<file path="config.mk">
export PLATFORM = sky130hd
export DESIGN_NAME = vote_lamp_decoder
export DESIGN_NICKNAME = d
export VERILOG_FILES = /design/src/rtl/vote_lamp_decoder.sv
export SDC_FILE = /design/constraint.sdc
export NUM_CORES = 1
export LEC_CHECK = 0
export CAP_MARGIN = 20
export CORE_AREA = 5 5 56 58
export CTS_CLUSTER_DIAMETER = 40
export DETAILED_ROUTE_END_ITERATION = 16
export DIE_AREA = 0 0 61 63
export HOLD_SLACK_MARGIN = 0.05
export PLACE_DENSITY_LB_ADDON = 0.1
export SKIP_LAST_GASP = 1
export SLEW_MARGIN = 20
export SYNTH_ARGS = -nofsm -noshare
export SYNTH_HDL_FRONTEND = slang
export SYNTH_SLANG_ARGS = --single-unit
</file>
<file path="constraint.sdc">
create_clock -name clk -period 4.95 [get_ports clk]
set_input_delay 0.99 -clock clk [delete_from_list [all_inputs] [get_ports clk]]
set_output_delay 0.99 -clock clk [all_outputs]
set_load 0.05 [all_outputs]
</file>
<file path="src/rtl/vote_lamp_decoder.sv">
// vote_lamp_decoder: registered 4-to-16 lamp decoder with hold, lockout gap and done/drop pulses.
// Optional LAMP_CHECK_EN adds a sticky re-encode self-check on lamp_out.
module vote_lamp_decoder #(
  parameter int HOLD_CYCLES = 8,
  parameter int GAP_CYCLES = 4,
  parameter int CNT_W = 8
) (
  input  logic        clk,
  input  logic        rst,
  input  logic [3:0]  code_in,
  input  logic        code_valid,
  input  logic        abort,
  output logic [15:0] lamp_out,
  output logic        busy,
  output logic        done,
  output logic        drop,
  output logic        check_err
);
  typedef enum logic [1:0] {IDLE, HOLD, GAP} state_t;
  state_t state, state_n;
  logic [CNT_W-1:0] cnt, cnt_n;
  logic [3:0] code, code_n;
  logic [15:0] lamp_n;
  logic accept, last, to_gap, done_n, drop_n;
  always_ff @(posedge clk) begin
    if (rst) begin
      state <= IDLE;
      cnt <= '0;
      code <= '0;
      lamp_out <= '0;
      done <= 1'b0;
      drop <= 1'b0;
    end else begin
      state <= state_n;
      cnt <= cnt_n;
      code <= code_n;
      lamp_out <= lamp_n;
      done <= done_n;
      drop <= drop_n;
    end
  end
  always_comb begin
    accept = state == IDLE && code_valid && !abort;
    last = cnt == '0;
    to_gap = state == HOLD && GAP_CYCLES > 0;
    state_n = state == IDLE ? (accept ? HOLD : IDLE)
            : abort ? IDLE
            : !last ? state
            : to_gap ? GAP : IDLE;
  end
  // counter is reloaded on every transition, so it never underflows
  always_comb begin
    cnt_n = accept ? CNT_W'(HOLD_CYCLES - 1)
          : (state == IDLE || abort) ? '0
          : !last ? cnt - 1'b1
          : to_gap ? CNT_W'(GAP_CYCLES - 1) : '0;
    code_n = accept ? code_in : code;
    lamp_n = state_n == HOLD ? 16'h1 << code_n : 16'h0;
    done_n = state != IDLE && state_n == IDLE && !abort;
    drop_n = code_valid && state != IDLE;
  end
  assign busy = state != IDLE;
`ifdef LAMP_CHECK_EN
  logic [3:0] idx;
  logic hot, err_n;
  always_comb begin
    idx = '0;
    for (int i = 0; i < 16; i++) idx = lamp_out[i] ? 4'(i) : idx;
    hot = $onehot(lamp_out);
    err_n = state == HOLD ? (!hot || idx != code) : lamp_out != '0;
  end
  always_ff @(posedge clk) check_err <= rst ? 1'b0 : check_err | err_n;
`else
  assign check_err = 1'b0;
`endif
endmodule

</file>
==> After elaboration in Yosys (flattened, before gate mapping) <==
Cells that the tools add are included.
{ "classes": {"order_cmp": 0, "mux": 10, "mul": 0, "eq_ne": 2, "addsub": 1, "shifts": 1, "div": 0, "bitwise_logic": 1, "reduce_logical": 13} }
{ "ops": {"columns": ["operator", "n"], "rows": [
  ["1-bit by 4-bit << shifter with 16-bit output (first input constant)", 1],
  ["2-bit 2-to-1 mux", 5],
  ["8-bit zero test", 1],
  ["8-bit 2-to-1 mux", 1],
  ["8-bit by 1-bit subtractor with 8-bit output (second input constant)", 1],
  ["3-bit 2-to-1 mux", 2],
  ["1-bit logical AND", 5],
  ["2-bit by 1-bit equality test with 1-bit output (second input constant)", 2],
  ["2-bit zero test", 2],
  ["4-bit 2-to-1 mux", 1],
  ["3-bit OR reduction", 1],
  ["2-bit nonzero test", 1],
  ["2-bit OR reduction", 1],
  ["1-bit zero test", 1],
  ["1-bit logical OR", 1],
  ["1-bit 2-to-1 mux", 1],
  ["1-bit inverter", 1]
]} }
{ "totals": {"reg_bits": 32, "input_bits": 8, "wordCells": 35, "ram_bits": 0, "out_inout_bits": 20, "n_memories": 0, "latch_bits": 0, "mem_bits_ro": 0} }

==> Longest topological paths before layout <==
{ "depth": {"word_depth": 8, "depth_mapped": 6, "ltp_nobuf": 6} }

==> Worst setup path before layout <==
No wires, ideal clock.
{ "synth_path": {"path_type": "input to register", "from": "input port abort", "to": "register lamp_out[8]", "arrival_ns": 2.343, "path_buffers": 1, "slack_ns": 2.535, "stages": 5, "path_cell_list": "or4b_4 buf_6 mux2_4 or3_1 nor2_1"} }
{ "synth_via": {"elab_chain_cells": 7} }
{ "synth_rtl": {"columns": ["element", "line", "source"], "rows": [
  ["from (decl)", "12", "input logic abort,"],
  ["1-bit zero test", "43", "accept = state == IDLE && code_valid && !abort;"],
  ["1-bit logical AND", "43", null],
  ["1-bit 2-to-1 mux", "46", "state_n = state == IDLE ? (accept ? HOLD : IDLE)"],
  ["2-bit 2-to-1 mux", "46", null],
  ["2-bit by 1-bit equality test with 1-bit output", "58", "lamp_n = state_n == HOLD ? 16'h1 << code_n : 16'h0;"],
  ["1-bit inverter (no line)", null, null],
  ["2-bit OR reduction (no line)", null, null],
  ["to (signal assigned)", "37", "lamp_out <= lamp_n;"],
  ["to (decl)", "13", "output logic [15:0] lamp_out,"]
]} }
Parallel ways exist; a longest one is shown, timed or not.
A chain may end at the register's enable or synchronous reset.

==> Final worst setup path <==
{ "layout_path": {"from": "register state[1]", "to": "output port busy"} }
{ "layout_via": {"elab_chain_cells": 1} }
{ "layout_rtl": {"columns": ["element", "line", "source"], "rows": [
  ["from (decl)", "20", "state_t state, state_n;"],
  ["from (signal assigned)", "34", "state <= state_n;"],
  ["2-bit nonzero test", "62", "assign busy = state != IDLE;"],
  ["to (decl)", "14", "output logic busy,"]
]} }
Every way passes these cells.

==> impl_metrics.csv <==
group,metric,value,unit
status,outcome,"finished, final reports clean",
synth,async_flop_share,0,%
sta,rsz0062_at_grt,"no",
synth,yosys_warnings,0,
layout,diodes,0,
synth,synthTopCellsByArea,"dfxtp_1 (50%), nor2_1 (8.5%), mux2i_1 (5.5%), nand3_1 (2.8%), nand2b_1 (2.5%)",
clock_tree,clock_path_buffers,2,
clock_tree,post_cts_resized,0,
sta,finalCriticalPeriod,2719,ps
layout,syn2layout_area_growth,27.60,%
global_route,grt_pass1_vias,939,
global_route,antenna_found_initial,0,
sta,maxSlewHeadroom,53.75,%
synth,synth_edf_count,0,
clock_tree,cts-buffers-inserted,5,
route,first_pass_iters,4,
route,first_iter_violations,7,
worst_setup_path,cpPeakStageDelay,710,ps
worst_setup_path,crit_buf_inv,1,
sta,finalHoldViolCount,0,
clock_tree,hold_buffers,0,
die,start_util,48.71,%
global_route,grt_use_total,14.50,%
worst_setup_path,crit-reg2reg-launch,"cnt[0]$_SDFF_PP0_",
worst_setup_path,reg2reg_depth,6,
worst_setup_path,crit_arrival,1730,ps
power,p_per_area,328.0,nW/um^2
worst_setup_path,cpMaxStageDelayCell,"clkdlybuf4s50_1",
clock_tree,cts_tree,"done",
worst_setup_path,crit_fanout,6,
clock_tree,insertion_delay,340,ps
worst_setup_path,timing.rr.end,"lamp_out[12]$_SDFF_PP0_",
synth,yosysMostFrequentCell,"dfxtp_1",
hold_path,min_path_cells,1,
synth,yosys.area.top_type,"dfxtp_1",
die,rows,19,
die,die_x,61,um
flow_run,timing.max_cap.violations,0,
route,vias,976,
route,wl,2348,um
synth,synth_nets,143,
synth,synthDistinctLibCells,38,
worst_setup_path,cp_data_required_time,3960,ps
die,io_pins,28,
sta,finalSetupTns,0,ps
sta,finalClockSkew,10.72,ps
worst_setup_path,cpLargestDelayFamily,"buffers and inverters",
die,dieArea,3843,um^2
layout,finish.utilization,62.15,%
clock_tree,cts-root-buf,"clkbuf_4",
synth,synth_commonest_cells,"dfxtp_1 (32), nor2_1 (29), mux2i_1 (7), nand3_1 (7)",
synth,ys_seq_area_share,50.29,%
layout,final_cells,194,
sta,fmax,0.3678,GHz
route,avgViaCountPerCell,5.031,
sta,worst_slew_pin_slew,693.7,ps
synth,synth_cells,133,
sta,setup_viol,0,
worst_setup_path,path_cells,"or2_2 > clkdlybuf4s50_1",
route,ant_nets,0,
synth,avgSynthCellArea,9.577,um^2
worst_setup_path,worst-r2r-setup-slack,2800,ps
die,die-height,63,um
layout,final_area,1625,um^2
place,placed_cell_area,1545,um^2
die,coreArea,2615,um^2
layout,layout-drive-gt1-share,8.589,%
clock_tree,path_clk_slew,100,ps
place,place_inst,186,
route,post-route-drc-count,0,
worst_setup_path,path_class,"flop to output pin",
sta,postLayoutSetupSlackWorst,2231,ps
global_route,grt_start_max_net_pins,15,
route,wl_per_cell,12.10,um
worst_setup_path,critPathCaptureType,"output pin",
synth,syn_area,1274,um^2
global_route,grt_pass1_wl,4133,um
synth,yosys_most_used_dff,"dfxtp_1",
clock_tree,clkSinkCount,32,
worst_setup_path,start_kind,"flop",
layout,nets,172,
place,dp_worst_setup_slack,1909,ps
place,port_buffers,26,
sta,slew_viol_final,0,
place,dp_hpwl,1756,um
power,irDropWorstVdd,0.2759,mV
clock_tree,postCtsSetupBuffers,0,
global_route,grt-ovfl-total,0,
worst_setup_path,cp-startpoint,"state[1]$_SDFF_PP0_",
synth,ys_ff_latch,32,
clock_tree,htreeDepth,2,
sta,fin_crit_sh,54.93,%
worst_setup_path,cp_num_cells,2,
power,p_leak,0.6515,nW
layout,fillers,247,
worst_setup_path,crit_path_end,"busy",
hold_path,hold_path.class,"flop to flop",
place,gp_congestion,0.7911,
synth,post-synth-top-area-fraction,50.29,%
[logic make-up after synthesis]
family	after synthesis	synth area share, %
adders and majority gates	2	1.964
other	1	0.2944
muxes	9	8.448
AOI/OAI and AO/OA	12	6.875
buffers and inverters	9	3.634
and+or+nand+nor	63	25.05
DFF	32	50.29
xor gates and xnor gates	5	3.439
[routing by layer]
layer	global-route usage [%]	vias to the layer above	part of all wire [%]	wire length (um)
met4	6.504	0	2.2	51
met2	20.59	26	43	999
li1	-	508	-	-
met3	8.264	5	8.9	210
met5	0	-	0	0
met1	17.45	437	46	1086
[state kept, by name, summed over array words and instances (netlist names)]
register  cells
state         2
drop          1
code          4
done          1
lamp_out     16
cnt           8
[how the worst min path moves through the flow]
stage | start | end | slack (ps)
floorplan | cnt[0]$_SDFF_PP0_ | cnt[0]$_SDFF_PP0_ | 450
global placement | cnt[0]$_SDFF_PP0_ | cnt[0]$_SDFF_PP0_ | 470
CTS | cnt[0]$_SDFF_PP0_ | cnt[0]$_SDFF_PP0_ | 500
finish | cnt[0]$_SDFF_PP0_ | cnt[0]$_SDFF_PP0_ | 500
detailed placement | cnt[0]$_SDFF_PP0_ | cnt[0]$_SDFF_PP0_ | 470
global route | cnt[0]$_SDFF_PP0_ | cnt[0]$_SDFF_PP0_ | 520
[area by class of cell]
type	count	area, um^2	share of cell area, %
flip-flops and latches	32	640.6	39.41
multi-input cells	92	586.8	36.10
repair buffers	26	260.3	16.01
clock inverters	3	42.54	2.617
well taps	31	38.79	2.386
clock buffers	5	37.54	2.309
inverters	5	18.77	1.155
[power breakdown]
group / internal (W) / total [W] / switching, W / leakage (nW)
combinational: 0.0000287 / 0.0000675 / 0.0000388 / 0.351
sequential: 0.000263 / 0.000267 / 0.00000438 / 0.259
clock: 0.000105 / 0.000199 / 0.0000933 / 0.0412
total: 0.000397 / 0.000533 / 0.000137 / 0.652
[worst reg2reg max path, delay by kind of cell (launching register included)]
family	cells	cell delay (ps)
AND/OR/NAND/NOR	3	1110
AO/OA/AOI/OAI	1	370
flip-flops	1	350
adder cells (fa/ha/maj)	1	140
buffers and inverters	1	80
[stage by stage]
| step | hold WS (ps) | total power, W |
|---|---|---|
| floorplan | 449.8 | 0.0003236 |
| detailed placement | 471.9 | 0.0003406 |
| global placement | 465.3 | 0.0003392 |
| finish | 497.4 | 0.0005331 |
| global route | 521.8 | 0.0005601 |
| CTS | 496.5 | 0.0005379 |
[placed cells by master, fill, tap and decap left out, types with 2 or more instances in the layout]
master           instances
ha_1                     2
nand3_1                  7
xnor2_1                  3
and3_1                   2
a21oi_1                  3
and2_1                   2
inv_1                    5
a211oi_1                 2
clkdlybuf4s50_1         26
mux2i_1                  7
dfxtp_1                 32
nand2_1                  5
nand2b_1                 5
xor2_1                   2
o21bai_1                 2
nor4_1                   3
nor2_1                  29
clkbuf_4                 5
(Power assumes the default switching activity.)
